`config.mk`:
```
export PLATFORM = sky130hd
export DESIGN_NAME = nibble_scan_ctrl
export DESIGN_NICKNAME = d
export VERILOG_FILES = /design/src/rtl/nibble_scan_ctrl.sv
export SDC_FILE = /design/constraint.sdc
export NUM_CORES = 1
export LEC_CHECK = 0
export CAP_MARGIN = 25
export CORE_UTILIZATION = 48
export CTS_CLUSTER_DIAMETER = 80
export DETAILED_ROUTE_END_ITERATION = 6
export PLACE_DENSITY = 0.89
export SYNTH_ARGS = -nofsm -noshare
export SYNTH_HDL_FRONTEND = slang
export SYNTH_SLANG_ARGS = --single-unit
```
`constraint.sdc`:
```
create_clock -name clk -period 2.8 [get_ports clk]
set_clock_uncertainty 0.1 [all_clocks]
set_input_delay 0.84 -clock clk [delete_from_list [all_inputs] [get_ports clk]]
set_output_delay 0.84 -clock clk [all_outputs]
set_load 0.01 [all_outputs]
```
`src/rtl/nibble_scan_ctrl.sv`:
```
// Range scanner in front of the 32:1 nibble mux: steps the mux select over an
// inclusive, wrapping index range and streams {index, nibble} with a running sum.
module nibble_scan_ctrl #(
  parameter int SEL_W  = 5,
  parameter int DATA_W = 4,
  parameter int SUM_W  = 8
) (
  input  logic              clk,
  input  logic              reset_n,
  input  logic              start,
  input  logic              abort,
  input  logic [SEL_W-1:0]  first,
  input  logic [SEL_W-1:0]  last,
  output logic [SEL_W-1:0]  sel,
  input  logic [DATA_W-1:0] mux_y,
  output logic              out_valid,
  input  logic              out_ready,
  output logic [SEL_W-1:0]  out_idx,
  output logic [DATA_W-1:0] out_data,
  output logic              busy,
  output logic              done,
  output logic [SUM_W-1:0]  sum
);

  // state | meaning
  // IDLE  | waiting for start; outputs quiet
  // RUN   | stepping sel, capturing mux_y into the output register
  // DRAIN | last entry captured, waiting for the consumer to take it
  typedef enum logic [1:0] {IDLE, RUN, DRAIN} state_t;

  localparam logic [SEL_W-1:0] SEL_ONE = {{(SEL_W-1){1'b0}}, 1'b1};

  state_t           state;
  logic [SEL_W-1:0] end_idx;
  logic             capture;

  // The output register is free when empty or being drained this cycle.
  assign capture = !out_valid || out_ready;

  always_ff @(posedge clk or negedge reset_n) begin
    if (!reset_n) begin
      state     <= IDLE;
      sel       <= '0;
      end_idx   <= '0;
      out_valid <= 1'b0;
      out_idx   <= '0;
      out_data  <= '0;
      busy      <= 1'b0;
      done      <= 1'b0;
      sum       <= '0;
    end else begin
      done <= 1'b0;
      if (abort) begin
        state     <= IDLE;
        out_valid <= 1'b0;
        busy      <= 1'b0;
      end else begin
        case (state)
          IDLE: begin
            if (start) begin
              state   <= RUN;
              sel     <= first;
              end_idx <= last;
              sum     <= '0;
              busy    <= 1'b1;
            end
          end
          RUN: begin
            if (capture) begin
              out_data  <= mux_y;
              out_idx   <= sel;
              out_valid <= 1'b1;
              sum       <= sum + SUM_W'(mux_y);
              if (sel == end_idx) begin
                state <= DRAIN;
              end else begin
                sel <= sel + SEL_ONE;
              end
            end
          end
          DRAIN: begin
            if (out_valid && out_ready) begin
              out_valid <= 1'b0;
              done      <= 1'b1;
              busy      <= 1'b0;
              state     <= IDLE;
            end
          end
          default: state <= IDLE;
        endcase
      end
    end
  end

endmodule
```
### Word-level counts from Yosys, hierarchy flattened

Cells that the tools add are included.
W data, S select, Z words.

| storage, ports and cells | value |
|---|---|
| bits in registers | 32 |
| output and inout port bits | 25 |
| input bits | 19 |

| cells by class | value |
|---|---|
| add/sub/neg operators | 2 |
| reductions and logical operators | 14 |
| multiplexer cells | 23 |
| bitwise logic cells | 1 |
| equality and inequality tests | 10 |

Operators with widths:

| operator | number |
|---|---|
| $mux W8 | 2 |
| $pmux W8 S2 | 1 |
| $mux W5 | 3 |
| $ne A3 B3 Y1 const B | 4 |
| $reduce_and A3 Y1 | 4 |
| $mux W2 | 5 |
| $pmux W5 S2 | 1 |
| $add A8 B4 Y8 | 1 |
| $mux W1 | 8 |
| $reduce_and A4 Y1 | 2 |
| $ne A2 B2 Y1 const B | 3 |
| $pmux W2 S3 | 1 |
| $reduce_bool A3 Y1 | 2 |
| $add A5 B1 Y5 const B | 1 |
| $eq A5 B5 Y1 | 1 |
| $reduce_and A5 Y1 | 1 |
| $pmux W1 S2 | 2 |
| $eq A2 B1 Y1 const B | 1 |
| $eq A2 B2 Y1 const B | 1 |
| $logic_not A2 Y1 | 1 |
| $reduce_bool A2 Y1 | 1 |
| $logic_and A1 B1 Y1 | 1 |
| $logic_not A1 Y1 | 1 |
| $logic_or A1 B1 Y1 | 1 |
| $not A1 Y1 | 1 |

### Logic depth before layout (Yosys ltp)

| depth | value |
|---|---|
| word-level depth | 5 |
| gate-level depth with buffers | 6 |

### Worst setup path after synthesis

Ideal clock, no wire load.

| path | value |
|---|---|
| path type | input port to flip-flop |
| from | in mux_y[0] |
| to | reg sum[6] |
| path slack | 348 ps |
| setup time | 126 ps |
| arrival | 2226 ps |
| stages on the path | 6 |
| cell sequence | ha_1 > fa_1 > a21o_1 > a21oi_1 > nor3_1 > a311o_1 |

| on the way | value |
|---|---|
| word-level cells in the longest chain between the ends | 3 |

RTL lines:

| what | line | RTL |
|---|---|---|
| start: declaration | 15 | `input logic [DATA_W-1:0] mux_y,` |
| $add A8 B4 Y8 | 73 | `sum <= sum + SUM_W'(mux_y);` |
| $mux W8 | 69 | `if (capture) begin` |
| $pmux W8 S2 | 58 | `case (state)` |
| end signal: assignment | 73 |  |
| end: declaration | 22 | `output logic [SUM_W-1:0] sum` |

Every way passes these cells. The select of a mux whose other input is x is not followed.
A chain may end at the register's enable or synchronous reset.

### Worst setup path in the final report

Same ends and word-level chain as after synthesis.

==> results.tsv <==
metric	value	unit
clock_path_buffers	2	
pre_cts_ws	-0.09919	ns
power_frac_comb	52.0	%
syn_inst	153	
ys_seq_area_share	47.02	%
synth_warnings	0	
syn_nets	178	
grtUsageTotal	24.06	%
synth_top_cell_area_share	47.02	%
slew_viol_final	0	
final_util	67.71	%
antenna_found_initial	0	
cts_setup_buffers	0	
finalPower	2.394	mW
cp-end-kind	register	
first_pass_iters	4	
cts.sinks	32	
min_to	out_idx[3]	
layout_commonest_cell	clkdlybuf4s50_1	
nNetsFinal	230	
gp_congestion	0.8804	
required	2.92	ns
holdCritStartpoint	out_idx[3]	
grt_start_max_net_pins	33	
grt-ovfl-total	0	
synth_flop_cell	dfrtp_1	
root_buffer	clkbuf_4	
fmax	392.4	MHz
start_util	50.63	%
vias	1424	
tightest_slew	0.6979	ns
synth_area_leader_cell	dfrtp_1	
synth_edf_count	0	
grt_pass1_vias	1450	
htree_levels	2	
run_status	finished clean	
critical_path_class	in2reg	
drt_iter0_markers	79	
synth_area	0.001703	sq mm
path_clk_slew	0.10	ns
power.density	1051	mW/mm^2
yosysUniqueCellTypes	42	
internal-power	1.447	mW
synth_area_per_cell	11.13	sq um
finalSetupViolations	0	
async_reset_ff_share	100.0	%
drive_gt1_share	16.50	%
drc	0	
antenna_cells	0	
fin_area	0.002277	sq mm
hold_buffers	0	
cts_resized	0	
core-area	0.003363	sq mm
start_kind	input port	
final_cell_mix	43 x clkdlybuf4s50_1, 32 x dfrtp_1, 17 x nand2_1, 14 x mux2_2, 8 x nand3_1	
wl	3849	um
die_w	61.56	um
viasPerCell	5.651	
io-pin-count	44	
synth_seq_cells	32	
dp_hpwl	2925	um
drtAntennaViolNets	0	
r2r-end	end_idx[4]	
switching_share	39.55	%
rr_startpoint	state[0]	
vdd_drop_max	0.0005885	V
dp.cells	244	
routedWlPerCell	15.27	um
p_switching	0.9468	mW
grt_pass1_wl	6513	um
fin_crit_sh	91.02	%
clk_latency	0.33	ns
rows	21	
fin_crit	2.549	ns
p_leak	0.9816	nW
die_area	0.003790	sq mm
place_area	0.002218	sq mm
min_path_type	reg2reg	
power_frac_seq	36.6	%
cts_tree	done	
path_max_fanout	2	
final_cells	252	
p_clk_share	11.5	%
synthToLayoutAreaGrowth	33.72	%
drv_cap	0	
worstPathArrival	2.66	ns
hold_viol	0	
r2r_slack	0.80	ns
synthTopCellsByArea	dfrtp_1 47%, mux2_2 9.3%, nand2_1 3.7%	
whs_path_depth	1	
numCtsBuffers	5	
io_buffers	43	
grt_setup_unrepaired	no	
slew-limit-headroom	53.37	%
finalWorstSetupSlack	0.2514	ns
die_y	61.56	um
worstRegToRegCells	4	
state kept, by name (all words and copies together) (netlist names):
signal and flops:
out_data 4, out_valid 1, busy 1, sel 5
sum 8, state 2, done 1, end_idx 5
out_idx 5
metal layers:
layer	track usage (%)	routed length [um]	vias to the layer above
met5	0	0	-
met4	9.841	79	0
met3	6.933	219	11
met2	41.32	1969	61
met1	28.19	1581	682
li1	-	-	670
final cells by class:
| class | count | area (sq um) |
|---|---|---|
| Clock buffer | 8 | 58.81 |
| Fill cell | 300 | 1086 |
| Inverter | 2 | 7.507 |
| Multi-Input combinational cell | 115 | 877.1 |
| Sequential cell | 32 | 800.8 |
| Tap cell | 46 | 57.56 |
| Timing Repair Buffer | 49 | 475.5 |
worst max-delay path, stage by stage:
cell and delay [ns]:
clkdlybuf4s50_1 0.42, ha_1 0.24, fa_1 0.40, a21o_1 0.19
a21oi_1 0.18, nor3_1 0.07, a311o_1 0.32
per-stage QoR:
stage	hold WS, ns	setup TNS, ns
floorplan	0.3994	0
global placement	0.3880	-0.03961
detailed placement	0.3969	-0.1515
CTS	0.4181	0
global route	0.4393	0
finish	0.4176	0
worst max path at each step:
stage | start | end | slack, ns | cells past startpoint
2_1_floorplan | mux_y[0] | sum[6] | 0.35 | 6
3_3_place_gp | mux_y[0] | sum[6] | -0.04 | 7
3_5_place_dp | mux_y[0] | sum[6] | -0.1 | 7
4_1_cts | mux_y[0] | sum[6] | 0.26 | 7
5_1_grt | mux_y[0] | sum[6] | 0.17 | 7
6_report | mux_y[0] | sum[6] | 0.25 | 7
cell families after synthesis:
family / count (synthesis) / share of synthesized area (%)
buf+inv: 6 / 1.470
simple gates: 51 / 17.64
xor+xnor: 7 / 3.600
compound gates: 36 / 15.28
flops: 32 / 47.02
mux: 15 / 10.14
fa+ha+maj: 6 / 4.849
cell usage after synthesis, types with 3 or more instances:
cell / count
a2bb2oi_1: 3
nor3_1: 3
ha_1: 5
mux2_2: 14
nor2b_1: 3
xor2_1: 6
a21oi_1: 6
nor2_1: 5
o31ai_1: 3
a211oi_1: 3
or4_1: 3
dfrtp_1: 32
o21ai_0: 3
a21o_1: 3
nand3_1: 8
nand2_1: 17
power by group through the flow:
stage / combinational (mW) / sequential [mW] / clock [mW]
2_1_floorplan: 0.713 / 0.889 / 0
3_3_place_gp: 1.20 / 0.865 / 0
3_5_place_dp: 1.24 / 0.886 / 0
4_1_cts: 1.25 / 0.877 / 0.280
5_1_grt: 1.37 / 0.908 / 0.308
6_report: 1.24 / 0.875 / 0.274
No activity file was read; power rests on OpenSTA's default activity.
